<file path="src/rtl/wb_port_scheduler_if.sv">
// wb_port_scheduler_if: issue, write-back, MDU and register-file write port signals
interface wb_port_scheduler_if;
  logic        iss_valid;
  logic [4:0]  iss_src1;
  logic [4:0]  iss_src2;
  logic [4:0]  iss_dest;
  logic        iss_we;
  logic        iss_long;
  logic        iss_stall;
  logic        pipe_we;
  logic [4:0]  pipe_dest;
  logic [31:0] pipe_val;
  logic        wb_hold;
  logic        mdu_valid;
  logic [4:0]  mdu_dest;
  logic [31:0] mdu_val;
  logic        mdu_ready;
  logic        wr_en;
  logic [4:0]  wr_dest;
  logic [31:0] wr_val;
  logic [31:0] busy_vec;
  logic [3:0]  out_cnt;
  modport master (
    output iss_valid, iss_src1, iss_src2, iss_dest, iss_we, iss_long,
    output pipe_we, pipe_dest, pipe_val, mdu_valid, mdu_dest, mdu_val,
    input  iss_stall, wb_hold, mdu_ready, wr_en, wr_dest, wr_val, busy_vec, out_cnt
  );
  modport slave (
    input  iss_valid, iss_src1, iss_src2, iss_dest, iss_we, iss_long,
    input  pipe_we, pipe_dest, pipe_val, mdu_valid, mdu_dest, mdu_val,
    output iss_stall, wb_hold, mdu_ready, wr_en, wr_dest, wr_val, busy_vec, out_cnt
  );
endinterface

</file>
<file path="src/rtl/wb_port_scheduler.sv">
// wb_port_scheduler: register-file write port arbiter (WB vs MDU) with busy-bit scoreboard
module wb_port_scheduler #(
  parameter int MAX_OUT      = 4,
  parameter int STARVE_LIMIT = 3
) (
  input logic                clk,
  input logic                rst,
  wb_port_scheduler_if.slave bus
);
  typedef enum logic {ARB, HOLD} state_t;
  localparam int SW = $clog2(STARVE_LIMIT + 1);
  state_t        state;
  logic [SW-1:0] starve;
  logic [31:0]   busy, busy_nxt;
  logic [3:0]    cnt;
  logic          hold, pipe_eff, grant, hazard, set_b, dec;
  always_comb begin
    pipe_eff      = bus.pipe_we & ~hold;
    grant         = ~pipe_eff & bus.mdu_valid;
    bus.mdu_ready = grant;
    bus.wr_en     = pipe_eff ? |bus.pipe_dest : grant & |bus.mdu_dest;
    bus.wr_dest   = pipe_eff ? bus.pipe_dest : grant ? bus.mdu_dest : 5'd0;
    bus.wr_val    = pipe_eff ? bus.pipe_val : grant ? bus.mdu_val : 32'd0;
    // busy[0] is never set, so $zero can never raise a hazard
    hazard        = busy[bus.iss_src1] | busy[bus.iss_src2] | (bus.iss_we & busy[bus.iss_dest])
                  | (bus.iss_long & (cnt == 4'(MAX_OUT)));
    bus.iss_stall = bus.iss_valid & hazard;
    set_b         = bus.iss_valid & ~hazard & bus.iss_long & bus.iss_we & |bus.iss_dest;
    dec           = grant & |cnt;
    busy_nxt      = busy;
    if (grant) busy_nxt[bus.mdu_dest] = 1'b0;
    if (set_b) busy_nxt[bus.iss_dest] = 1'b1;
    busy_nxt[0]   = 1'b0;
  end
  assign bus.busy_vec = busy;
  assign bus.out_cnt  = cnt;
  assign bus.wb_hold  = hold;
  always_ff @(posedge clk) begin
    if (!rst) begin
      state  <= ARB;
      starve <= '0;
      hold   <= 1'b0;
      busy   <= '0;
      cnt    <= '0;
    end else begin
      busy <= busy_nxt;
      cnt  <= cnt + {3'b0, set_b} - {3'b0, dec};
      if (state == HOLD) begin
        state  <= ARB;
        starve <= '0;
        hold   <= 1'b0;
      end else if (bus.mdu_valid & pipe_eff) begin
        if (starve == SW'(STARVE_LIMIT - 1)) begin
          state  <= HOLD;
          hold   <= 1'b1;
          starve <= '0;
        end else begin
          starve <= starve + 1'b1;
        end
      end else begin
        starve <= '0;
      end
    end
  end
endmodule

</file>
<file path="src/flat_wrapper.sv">
// flat-port wrapper written by rule: the top's interface ports become plain ports
module wb_port_scheduler_flat 
#(
  parameter int MAX_OUT      = 4,
  parameter int STARVE_LIMIT = 3
)
  (clk, rst, bus_iss_valid, bus_iss_src1, bus_iss_src2, bus_iss_dest, bus_iss_we, bus_iss_long, bus_pipe_we, bus_pipe_dest, bus_pipe_val, bus_mdu_valid, bus_mdu_dest, bus_mdu_val, bus_iss_stall, bus_wb_hold, bus_mdu_ready, bus_wr_en, bus_wr_dest, bus_wr_val, bus_busy_vec, bus_out_cnt);
  wb_port_scheduler_if bus_i ();
  input logic clk;
  input logic rst;
  input wire logic [$bits(bus_i.iss_valid)-1:0] bus_iss_valid;
  input wire logic [$bits(bus_i.iss_src1)-1:0] bus_iss_src1;
  input wire logic [$bits(bus_i.iss_src2)-1:0] bus_iss_src2;
  input wire logic [$bits(bus_i.iss_dest)-1:0] bus_iss_dest;
  input wire logic [$bits(bus_i.iss_we)-1:0] bus_iss_we;
  input wire logic [$bits(bus_i.iss_long)-1:0] bus_iss_long;
  input wire logic [$bits(bus_i.pipe_we)-1:0] bus_pipe_we;
  input wire logic [$bits(bus_i.pipe_dest)-1:0] bus_pipe_dest;
  input wire logic [$bits(bus_i.pipe_val)-1:0] bus_pipe_val;
  input wire logic [$bits(bus_i.mdu_valid)-1:0] bus_mdu_valid;
  input wire logic [$bits(bus_i.mdu_dest)-1:0] bus_mdu_dest;
  input wire logic [$bits(bus_i.mdu_val)-1:0] bus_mdu_val;
  output wire logic [$bits(bus_i.iss_stall)-1:0] bus_iss_stall;
  output wire logic [$bits(bus_i.wb_hold)-1:0] bus_wb_hold;
  output wire logic [$bits(bus_i.mdu_ready)-1:0] bus_mdu_ready;
  output wire logic [$bits(bus_i.wr_en)-1:0] bus_wr_en;
  output wire logic [$bits(bus_i.wr_dest)-1:0] bus_wr_dest;
  output wire logic [$bits(bus_i.wr_val)-1:0] bus_wr_val;
  output wire logic [$bits(bus_i.busy_vec)-1:0] bus_busy_vec;
  output wire logic [$bits(bus_i.out_cnt)-1:0] bus_out_cnt;
  assign bus_i.iss_valid = bus_iss_valid;
  assign bus_i.iss_src1 = bus_iss_src1;
  assign bus_i.iss_src2 = bus_iss_src2;
  assign bus_i.iss_dest = bus_iss_dest;
  assign bus_i.iss_we = bus_iss_we;
  assign bus_i.iss_long = bus_iss_long;
  assign bus_i.pipe_we = bus_pipe_we;
  assign bus_i.pipe_dest = bus_pipe_dest;
  assign bus_i.pipe_val = bus_pipe_val;
  assign bus_i.mdu_valid = bus_mdu_valid;
  assign bus_i.mdu_dest = bus_mdu_dest;
  assign bus_i.mdu_val = bus_mdu_val;
  assign bus_iss_stall = bus_i.iss_stall;
  assign bus_wb_hold = bus_i.wb_hold;
  assign bus_mdu_ready = bus_i.mdu_ready;
  assign bus_wr_en = bus_i.wr_en;
  assign bus_wr_dest = bus_i.wr_dest;
  assign bus_wr_val = bus_i.wr_val;
  assign bus_busy_vec = bus_i.busy_vec;
  assign bus_out_cnt = bus_i.out_cnt;
  wb_port_scheduler #(.MAX_OUT(MAX_OUT), .STARVE_LIMIT(STARVE_LIMIT)) u_core (.clk(clk), .rst(rst), .bus(bus_i));
endmodule
</file>
<file path="config.mk">
export PLATFORM = sky130hd
export DESIGN_NAME = wb_port_scheduler_flat
export DESIGN_NICKNAME = d
export VERILOG_FILES = /design/src/rtl/wb_port_scheduler_if.sv /design/src/rtl/wb_port_scheduler.sv /design/src/flat_wrapper.sv
export SDC_FILE = /design/constraint.sdc
export NUM_CORES = 1
export LEC_CHECK = 0
export ABC_AREA = 0
export CAP_MARGIN = 30
export CORE_MARGIN = 3
export CORE_UTILIZATION = 40
export DETAILED_ROUTE_END_ITERATION = 8
export PLACE_DENSITY = 0.92
export SLEW_MARGIN = 5
export SYNTH_ARGS = -nofsm -noshare
export SYNTH_HDL_FRONTEND = slang
export SYNTH_SLANG_ARGS = --single-unit
</file>
<file path="constraint.sdc">
create_clock -name clk -period 4.5 [get_ports clk]
set_input_delay 0.9 -clock clk [delete_from_list [all_inputs] [get_ports clk]]
set_output_delay 0.9 -clock clk [all_outputs]
set_load 0.01 [all_outputs]
</file>
# Word-level counts from Yosys, hierarchy flattened

Cells that the tools add are included.

Add/sub/neg operators: 3
$lt $le $gt $ge: 6
Eq/ne operators: 2
Multiplexer cells: 18
Bitwise gates (word level): 23
Reduce and logical (&&, ||, !) cells: 10

Operators by type and width:

| operator                                                                             | number |
|---|---|
| 32-bit two-way mux                                                                   | 4 |
| 32-bit bitwise AND                                                                   | 1 |
| 32-bit inverter                                                                      | 1 |
| 32-bit bitwise OR                                                                    | 1 |
| 5-bit by 6-bit less-than comparator with 1-bit output (second input constant)        | 4 |
| 1-bit binary-select mux with 5-bit select                                            | 3 |
| 5-bit OR reduction                                                                   | 3 |
| 1-bit bitwise AND                                                                    | 12 |
| 1-bit demux with 5-bit select                                                        | 2 |
| 5-bit by 1-bit greater-or-equal comparator with 1-bit output (second input constant) | 2 |
| 5-bit two-way mux                                                                    | 2 |
| 4-bit OR reduction                                                                   | 2 |
| 1-bit two-way mux                                                                    | 7 |
| 1-bit inverter                                                                       | 5 |
| 4-bit by 1-bit adder with 4-bit output                                               | 1 |
| 4-bit by 3-bit equality test with 1-bit output (second input constant)               | 1 |
| 4-bit by 1-bit subtractor with 4-bit output                                          | 1 |
| 1-bit bitwise OR                                                                     | 3 |
| 3-bit OR reduction                                                                   | 1 |
| 2-bit by 1-bit adder with 2-bit output (second input constant)                       | 1 |
| 2-bit equality test (second input constant)                                          | 1 |
| 1-bit logical AND                                                                    | 2 |
| 2-bit AND reduction                                                                  | 1 |
| 2-bit OR reduction                                                                   | 1 |

Register bits: 40
Input port bits: 96
Output and inout port bits: 77

# Logic depth before layout (Yosys ltp)

Gate-level depths: netlist (run 1).

Depth in word-level cells: 12
Depth in mapped cells: 13
Mapped depth without buffers: 11

# Worst setup path before layout (run 1)

OpenSTA, ideal clock, no wires.

Kind: input to output
From: input bus_iss_src1[0]
To: output bus_iss_stall
Data arrival time: 2,611 ps
Data required time: 3,600 ps
Setup slack: 989 ps
Cell stages on the path: 7
Path buffers: 2
Cell sequence: buf_6 -> mux4_2 -> o2111a_1 -> a311oi_2 -> nand4_2 -> clkbuf_1 -> o21a_1

Word-level cells in the longest chain between the ends: 6

Ends and longest elaborated chain:

| what                                      | RTL line                | RTL |
|---|---|---|
| start, declared                           | flat_wrapper.sv:12      | `input wire logic [$bits(bus_i.iss_src1)-1:0] bus_iss_src1;` |
| 1-bit binary-select mux with 5-bit select | wb_port_scheduler.sv:25 | `hazard = busy[bus.iss_src1] \| busy[bus.iss_src2] \| (bus.iss_we & busy[bus.iss_dest])` |
| 1-bit two-way mux (implied by the code)   | wb_port_scheduler.sv:25 |  |
| 1-bit bitwise OR (2 in a row)             | wb_port_scheduler.sv:25 |  |
| 1-bit bitwise OR                          | wb_port_scheduler.sv:26 | `\| (bus.iss_long & (cnt == 4'(MAX_OUT)));` |
| 1-bit bitwise AND                         | wb_port_scheduler.sv:27 | `bus.iss_stall = bus.iss_valid & hazard;` |
| end, declared                             | flat_wrapper.sv:23      | `output wire logic [$bits(bus_i.iss_stall)-1:0] bus_iss_stall;` |

Every way passes these cells. The select of a mux whose other input is x is not followed.

# Worst setup path in the final report (run 1)

From: input bus_iss_src1[1]
To: output bus_iss_stall

The elaborated chain is that of the path after synthesis.

==> metrics.txt, run 1 <==
CP top delay family buffers and inverters; Area growth, synth to finish 58.5%; Initial Utilization 41.7%; Slowest cell on crit path clkdlybuf4s50_1; Worst Setup Start Kind input pin; FF-to-FF Start u_core.bus.busy_vec[3]; crit share post-route 97.8%; clock period minus worst slack about 4.4 ns; clock root buffer master clkbuf_8; Clock Pin Slew Worst Setup and Hold Paths 0.07 ns; Setup CP Type in -> out; pre-CTS WS roughly 0.13 ns; cells along the critical path clkdlybuf4s50_1, buf_4, mux2_2, o311a_1, a311oi_2, nand4_2, o21a_1, clkdlybuf4s50_1; Avg Vias per Cell 6.26; Hold Vio Cnt, Final 0; fin. max-slew vios 0; Placer Congestion just over 1; Worst Hold Class reg -> reg; io pins 173; RSZ-0062 raised after global routing false; DRT Wirelength 14.3 mm; Routed Antenna Nets 0; VDD IR max 107 uV; core area 7810 um^2; fmax 227 MHz; CTS tree yes; Yosys reg bits 39; Rows 32; Yosys warnings 0; Resize count post-CTS 0; Leak Pwr between 0.002 and 0.0025 uW; number of detailed-routing iterations run before antenna repair 5; fraction of registers with async set/reset 0%; worst-skew pair later-pin latency 0.30 ns; commonest register cell after synthesis dfxtp_1; largest net degree at the start of global routing 42; hold path cells 1; Synth Cell Area 3260 um^2; first-pass GRT wire length about 22 mm; Post-synth EDFFs 0; PwrDens approximately 200 nW/um^2; Worst R2R End u_core.bus.out_cnt[2]; Critical Path RT 3.60 ns; vias 4256; setup TNS 0 ns; Final Skew 0.00736 ns; # H-tree levels 2; final setup margin 0.101 ns; CP Capture Type primary output; Least-Margin Pin Slew 0.528 ns; die area 9260 um^2; PortBufs around 170; hold_buf cts 0; cell count of the worst reg-to-reg path 11; Hold Path Sink u_core.starve[0]; Post-CTS Setup Bufs 0; syn_area_per_cell between 7 and 8 um^2; routed wire length per instance 21.0 um; Num CTS Buffers 5; number of diodes 0; Detailed Route Iter0 Violations 445; status finished, final reports clean; gr ovfl total 0; Syn Inst Count 416; area occupied by multi-input gates 2250 um^2; Worst slew margin 64.7%; gr usage total between 30 and 40%; Final #Nets 681; hold_sp u_core.starve[0]; Worst Path Buf+Inv 3; syn nets 520; Die Wd 96.2 um; R2R Setup Slk ~1.4 ns; crit path DAT roughly 3.5 ns; clk sinks 39; Reg area between 700 and 800 um^2; share of the yosys chip area belonging to registers a little under a quarter; synth unique cells 54; CP dominant cell by count clkdlybuf4s50_1; worst-path maximum fanout 7; Tot Pwr 1040 uW; number of antenna violations at the first check in global routing 0; hpwl dp 11.3 mm; DRC 0; share of layout cells above drive strength 1 9.00%; die height 96.2 um; worst-case clock buffer depth 2; vias in the first global route 4162; setup violators final 0; Max-Cap Viols 0; filler cell count 639; Critical Path Max Stage Delay 0.67 ns
-- flip-flops by register name (all words and copies together), names as in the netlist --
register             cells
u_core.bus.wb_hold       1
u_core.bus.out_cnt       4
u_core.starve            2
u_core.state             1
u_core.bus.busy_vec     31
-- layer usage --
metal / GRT usage (%) / vias up / wire, um
li1: - / 1882 / -
met1: 34.7 / 1954 / 4780
met2: 50.8 / 361 / 6770
met3: 9.85 / 59 / 1900
met4: 18.4 / 0 / 828
met5: 0 / - / 0
-- report_power, final --
part	total, uW	leakage (uW)	switching [uW]	internal [uW]
sequential	370	0.000315	12.0	358
combinational	440	0.00165	211	229
clock	234	0.0000477	128	106
-- cell families after synthesis --
family          after synthesis  synth area share, %
compound gates               94                 22.6
xor+xnor                      2                0.538
fa+ha+maj                     8                 3.30
buf+inv                      51                 6.95
flops                        39                 24.0
mux                          33                 14.7
other cells                   1                0.115
simple gates                188                 27.8
-- metrics by stage --
step / util, % / std cells / instance area (um^2) / hold WS (ns)
finish: 66.1 / 680 / 5160 / 0.416
global placement: 65.0 / 672 / 5080 / 0.400
floorplan: - / 416 / 3260 / 0.392
CTS: 66.1 / 680 / 5160 / 0.418
detailed placement: 65.0 / 672 / 5080 / 0.410
global route: 66.1 / 680 / 5160 / 0.428
-- cell usage after synthesis, types with 4 or more instances --
cell type   n  area share, %
nand3b_1    7            1.6
o41ai_1    15            4.0
o211ai_1   32            7.4
buf_1       7           0.81
dfxtp_1    39             24
mux4_2     11            7.6
mux2_2      8            2.8
buf_2       7            1.1
nor2b_1     9            1.7
and2_1      4           0.77
mux2i_1    14            4.3
or3_1       4           0.77
nor2_1     12            1.4
clkbuf_1   20            2.3
ha_1        7            2.7
nand2b_1    6            1.2
o31ai_1    16            3.7
inv_1      13            1.5
nand3_1    45            6.9
nand2_1    85            9.8
-- worst max-delay path by stage --
| stage | from | to | slack (ns) | cells past startpoint |
|---|---|---|---|---|
| detailed placement | bus_iss_src1[1] | bus_iss_stall | 0.13 | 8 |
| floorplan | bus_iss_src1[0] | bus_iss_stall | 0.99 | 7 |
| global placement | bus_iss_src1[1] | bus_iss_stall | 0.16 | 8 |
| global route | bus_iss_src1[1] | bus_iss_stall | 0.01 | 8 |
| CTS | bus_iss_src1[1] | bus_iss_stall | 0.11 | 8 |
| finish | bus_iss_src1[1] | bus_iss_stall | 0.10 | 8 |
-- final cells by class --
cell class	count	share of cell area (%)
tap	102	2.47
clock buffer	5	1.33
inverter	13	0.945
multi-input combinational	326	43.6
clock inverter	3	0.291
timing repair buffer	192	36.2
sequential	39	15.1
-- layout by cell type (no fill, tap or decap), types with 5 or more instances in the layout --
cell	n
clkdlybuf4s50_1	171
nand2_1	85
nand3_1	45
dfxtp_1	39
o211ai_1	32
buf_4	21
o31ai_1	16
o41ai_1	15
mux2i_1	14
inv_1	13
nor2_1	12
mux4_2	11
nor2b_1	8
mux2_2	8
nand3b_1	7
ha_1	7
nand2b_1	6
clkbuf_8	5
Power figures use the tool's default switching activity.
==> run 2, diff against run 1 <==
--- a/config.mk
+++ b/config.mk
@@ -8,9 +8,9 @@
 export ABC_AREA = 0
 export CAP_MARGIN = 30
 export CORE_MARGIN = 3
-export CORE_UTILIZATION = 40
+export CORE_UTILIZATION = 36
 export DETAILED_ROUTE_END_ITERATION = 8
-export PLACE_DENSITY = 0.92
+export PLACE_DENSITY = 0.88
 export SLEW_MARGIN = 5
 export SYNTH_ARGS = -nofsm -noshare
 export SYNTH_HDL_FRONTEND = slang
==> constraint.sdc (replaced) <==
create_clock -name clk -period 3.6 [get_ports clk]
set_input_delay 0.72 -clock clk [delete_from_list [all_inputs] [get_ports clk]]
set_output_delay 0.72 -clock clk [all_outputs]
set_load 0.01 [all_outputs]
==> run 2 against run 1 <==
Critical path type unchanged; largest cell class unchanged; total power is 26% higher; highest routed layer unchanged; cell count rose by 2.2%; worst setup slack got worse by 0.073 ns.
==> metrics.txt, run 2 (synthesized netlist as in run 1, its figures left out) <==
Worst slew margin 53.5%; Placement Cell Area 5190 um^2; non-filler cells, final ~700; vias in the first global route between 4k and 5k; Avg Vias per Cell 6.02; gr ovfl total 0; final instance area 5270 um^2; commonest cells after routing, fill and taps aside clkdlybuf4s50_1 (165), nand2_1 (85), nand3_1 (45), dfxtp_1 (39), o211ai_1 (32); Final Skew 0.00475 ns; worst setup path startpoint bus_iss_src2[2]; Setup CP Type in -> out; Worst R2R End u_core.bus.out_cnt[2]; CTS tree yes; Leak Pwr 0.00208 uW; Hold Vio Cnt, Final 0; # H-tree levels 2; RSZ-0062 raised after global routing true; number of detailed-routing iterations run before antenna repair 5; setup violators final 0; fmax 280 MHz; Placer Congestion 0.915; pre-CTS WS -0.363 ns; VDD IR max roughly 140 uV; Least-Margin Pin Slew between 0.6 and 0.7 ns; DRC 0; Tot Pwr 1320 uW; Clock Pin Slew Worst Setup and Hold Paths 0.07 ns; Area growth, synth to finish 61.9%; most common cell after layout, fill and taps aside clkdlybuf4s50_1; Initial Utilization 37.2%; Max-Cap Viols 0; share of layout cells above drive strength 1 a little over a tenth; DRT Wirelength 13.7 mm; die height 101 um; Rows 34; fin. max-slew vios 0; clk sinks 39; die area just over 10000 um^2; worst-path maximum fanout 8; worst-case clock buffer depth 2; max reg flops 31; hold_sp u_core.starve[0]; crit path DAT 2.85 ns; Routed Antenna Nets 0; Final #Nets ~700; routed wire length per instance 19.7 um; Worst Hold Class reg -> reg; hpwl dp 10.9 mm; Detailed Route Iter0 Violations 442; vias 4185; io pins 173; crit share post-route 99.2%; R2R Setup Slk 0.52 ns; dpl cells 688; Die Wd between 100 and 150 um; PwrDens 250 nW/um^2; worst-skew pair later-pin latency 0.30 ns; final setup margin 0.0279 ns; clock root buffer master clkbuf_8; clock period minus worst slack 3.57 ns; PortBufs between 150 and 200; number of diodes 0; first-pass GRT wire length slightly above 20 mm; CP Capture Type primary output; Critical Path RT between 2 and 3 ns; cell count of the worst reg-to-reg path 11; gr usage total 25.4%; status finished, final reports clean; largest net degree at the start of global routing 41; number of antenna violations at the first check in global routing 0; filler cell count 761; Num CTS Buffers 5; Worst setup endpoint bus_iss_stall; Worst Setup Start Kind input pin; hold_buf cts 0; FF-to-FF Start u_core.bus.busy_vec[2]; core area 8760 um^2
[run 2: worst min path at each step]
stage / endpoint / slack [ns] / cells past startpoint
final: u_core.starve[0] / 0.43 / 1
after global routing: u_core.starve[0] / 0.44 / 1
after CTS: u_core.starve[0] / 0.42 / 1
after detailed placement: u_core.starve[0] / 0.41 / 1
after global placement: u_core.starve[0] / 0.40 / 1
after floorplan: u_core.starve[0] / 0.39 / 1
[run 2: worst max-delay path, stage by stage]
cell and delay (ns):
clkdlybuf4s50_1 0.49, buf_4 0.17, nor2b_1 0.06, a2111oi_1 0.39
a311oi_1 0.12, a311oi_2 0.24, nand4_2 0.16, o21a_1 0.21
dlygate4sd2_1 0.28
[run 2: area by class of cell]
class                      instances  area (um^2)  area share, %
clock buffer                       6         82.6           1.57
clock inverter                     1         5.00         0.0949
inverter                          13         48.8          0.925
multi-input combinational        326         2260           42.8
sequential                        39          781           14.8
tap                              108          135           2.56
timing repair buffer             202         1960           37.2
[run 2: what timing repair did]
action,CTS,global route
endpoints found under the setup margin,2,3
gates cloned,0,0
resized for setup,7,2
setup buffers,0,0
[run 2: through the flow]
step / util, % / hold slack, ns / setup TNS [ns]
6_report: 60.2 / 0.426 / 0
5_1_grt: 60.2 / 0.438 / -0.129
3_5_place_dp: 59.2 / 0.407 / -1.20
2_1_floorplan: - / 0.392 / 0
4_1_cts: 60.1 / 0.423 / 0
3_3_place_gp: 59.2 / 0.401 / -0.989
[run 2: per-layer routing]
| metal | vias to the layer above | routed length, um | track usage, % |
|---|---|---|---|
| met1 | 1963 | 4760 | 27.9 |
| met2 | 269 | 6940 | 45.6 |
| met5 | - | 0 | 0 |
| met3 | 38 | 1470 | 5.95 |
| met4 | 0 | 544 | 12.4 |
| li1 | 1915 | - | - |
[run 2: where the power goes]
group          switching (uW)  internal [uW]  leakage [uW]
clock                     149            150     0.0000470
sequential               13.8            448      0.000315
combinational             264            293       0.00172
==> run 3, diff against run 2 <==
==> constraint.sdc (replaced) <==
create_clock -name clk -period 3 [get_ports clk]
set_input_delay 0.6 -clock clk [delete_from_list [all_inputs] [get_ports clk]]
set_output_delay 0.6 -clock clk [all_outputs]
set_load 0.01 [all_outputs]
==> run 3 against run 2 <==
Final area increased by 8.1%; register-to-register slack got worse by 0.31 ns; die area unchanged; combinational power increased by 29%; total power increased by 37%; worst hold slack got worse by 0.012 ns; critical endpoint unchanged.
==> metrics.txt, run 3 (synthesized netlist as in run 1, its figures left out) <==
status finished, final reports clean; vias in the first global route 4540; FF-to-FF Start u_core.bus.busy_vec[31]; CTS tree yes; Tot Pwr 1810 uW; dpl cells ~700; setup violators final 0; share of layout cells above drive strength 1 18.6%; Worst slew margin a little under two thirds; VDD IR max 206 uV; Initial Utilization a little under two fifths; setup TNS 0 ns; worst-skew pair later-pin latency 0.31 ns; Max-Cap Viols 0; Area growth, synth to finish 75.0%; Hold WS 0.415 ns; worst-case clock buffer depth 2; Num CTS Buffers 5; Least-Margin Pin Slew 0.535 ns; io pins 173; gr usage total 29.2%; hpwl dp 11.6 mm; crit share post-route between 90% and 100%; Placement Cell Area about 5400 um^2; non-filler cells, final 731; fmax around 340 MHz; DRC 0; Placer Congestion ~0.97; first-pass GRT wire length 23.5 mm; Clock Pin Slew Worst Setup and Hold Paths 0.07 ns; Critical Path RT 2.40 ns; PortBufs 171; Worst Setup Start Kind input pin; hold_sp u_core.starve[0]; PwrDens 317 nW/um^2; die area around 10000 um^2; Setup CP Type in -> out; Hold Vio Cnt, Final 0; # H-tree levels 2; core area about 9000 um^2; fin. max-slew vios 0; gr ovfl total 0; die height 101 um; number of antenna violations at the first check in global routing 0; most common cell after layout, fill and taps aside clkdlybuf4s50_1; Worst Hold Class reg -> reg; vias 4438; Leak Pwr 0.00232 uW; largest net degree at the start of global routing 35; worst-path maximum fanout 8; max reg flops 31; clock period minus worst slack ~3 ns; crit path DAT 2.35 ns; final instance area 5700 um^2; number of diodes 0; clock root buffer master clkbuf_8; commonest cells after routing, fill and taps aside clkdlybuf4s50_1 (159), nand2_1 (85), buf_4 (56), nand3_1 (44), dfxtp_1 (39); Die Wd 101 um; routed wire length per instance ~21 um; Final #Nets around 730; Avg Vias per Cell between 6 and 7; Rows 34; DRT Wirelength 15.0 mm; worst setup path startpoint bus_iss_src2[2]; hold_buf cts 0; number of detailed-routing iterations run before antenna repair 6; clk sinks 39; RSZ-0062 raised after global routing true; Routed Antenna Nets 0; Detailed Route Iter0 Violations 422; Final Skew roughly 0.013 ns; CP Capture Type primary output
-- run 3: cell types whose count changed in the layout (fill, tap and decap cells not counted), moves of 3 or more --
cell	delta
buf_2	+3
buf_4	+27
buf_6	+7
clkdlybuf4s50_1	-6
a31oi_1	-3
-- run 3: final timing paths --
check	endpoint	depth (start not counted)	slack [ns]
min	u_core.starve[0]	1	0.41
max reg2reg	u_core.bus.out_cnt[1]	9	0.21
max	bus_iss_stall	9	0.05
min reg2reg	u_core.starve[0]	1	0.41
-- run 3: area by class of cell --
type                            count  area [um^2]
Inverter                           13         48.8
Clock inverter                      3         67.6
Clock buffer                        5         68.8
Multi-Input combinational cell    326         2360
Sequential cell                    39          781
Fill cell                         671         3060
Tap cell                          108          135
Timing Repair Buffer              237         2240
-- run 3: timing repair --
| action | in CTS | in global routing |
|---|---|---|
| endpoints found under the setup margin | 27 | 7 |
| setup buffers | 4 | 0 |
| pin swaps | 12 | 4 |
| resized for setup | 44 | 7 |
-- run 3: stage by stage --
stage / setup slack [ns] / utilization [%]
global route: -0.0176 / 65.0
floorplan: -0.00894 / -
global placement: -0.754 / 62.1
finish: 0.0531 / 65.0
detailed placement: -0.818 / 62.1
CTS: 0.00817 / 64.9
-- run 3: power breakdown --
part	switching, uW	total, uW	internal (uW)
Sequential	17.5	555	538
Combinational	341	716	375
Clock	206	538	332
-- run 3: metal layers --
metal	share of wire, %	global-route usage, %	wire [um]	vias to the layer above
met3	11	7.40	1690	86
met2	49	51.2	7430	342
met1	34	32.0	5050	2038
li1	-	-	-	1972
met4	5.7	16.3	862	0
met5	0	0	0	-
-- run 3: critical path, stage by stage --
cell           delay [ns]
dlygate4sd2_1        0.25
buf_6                0.14
buf_4                0.16
mux4_2               0.30
mux2_2               0.29
nand3_1              0.12
nand4_4              0.14
o21a_1               0.20
buf_2                0.13
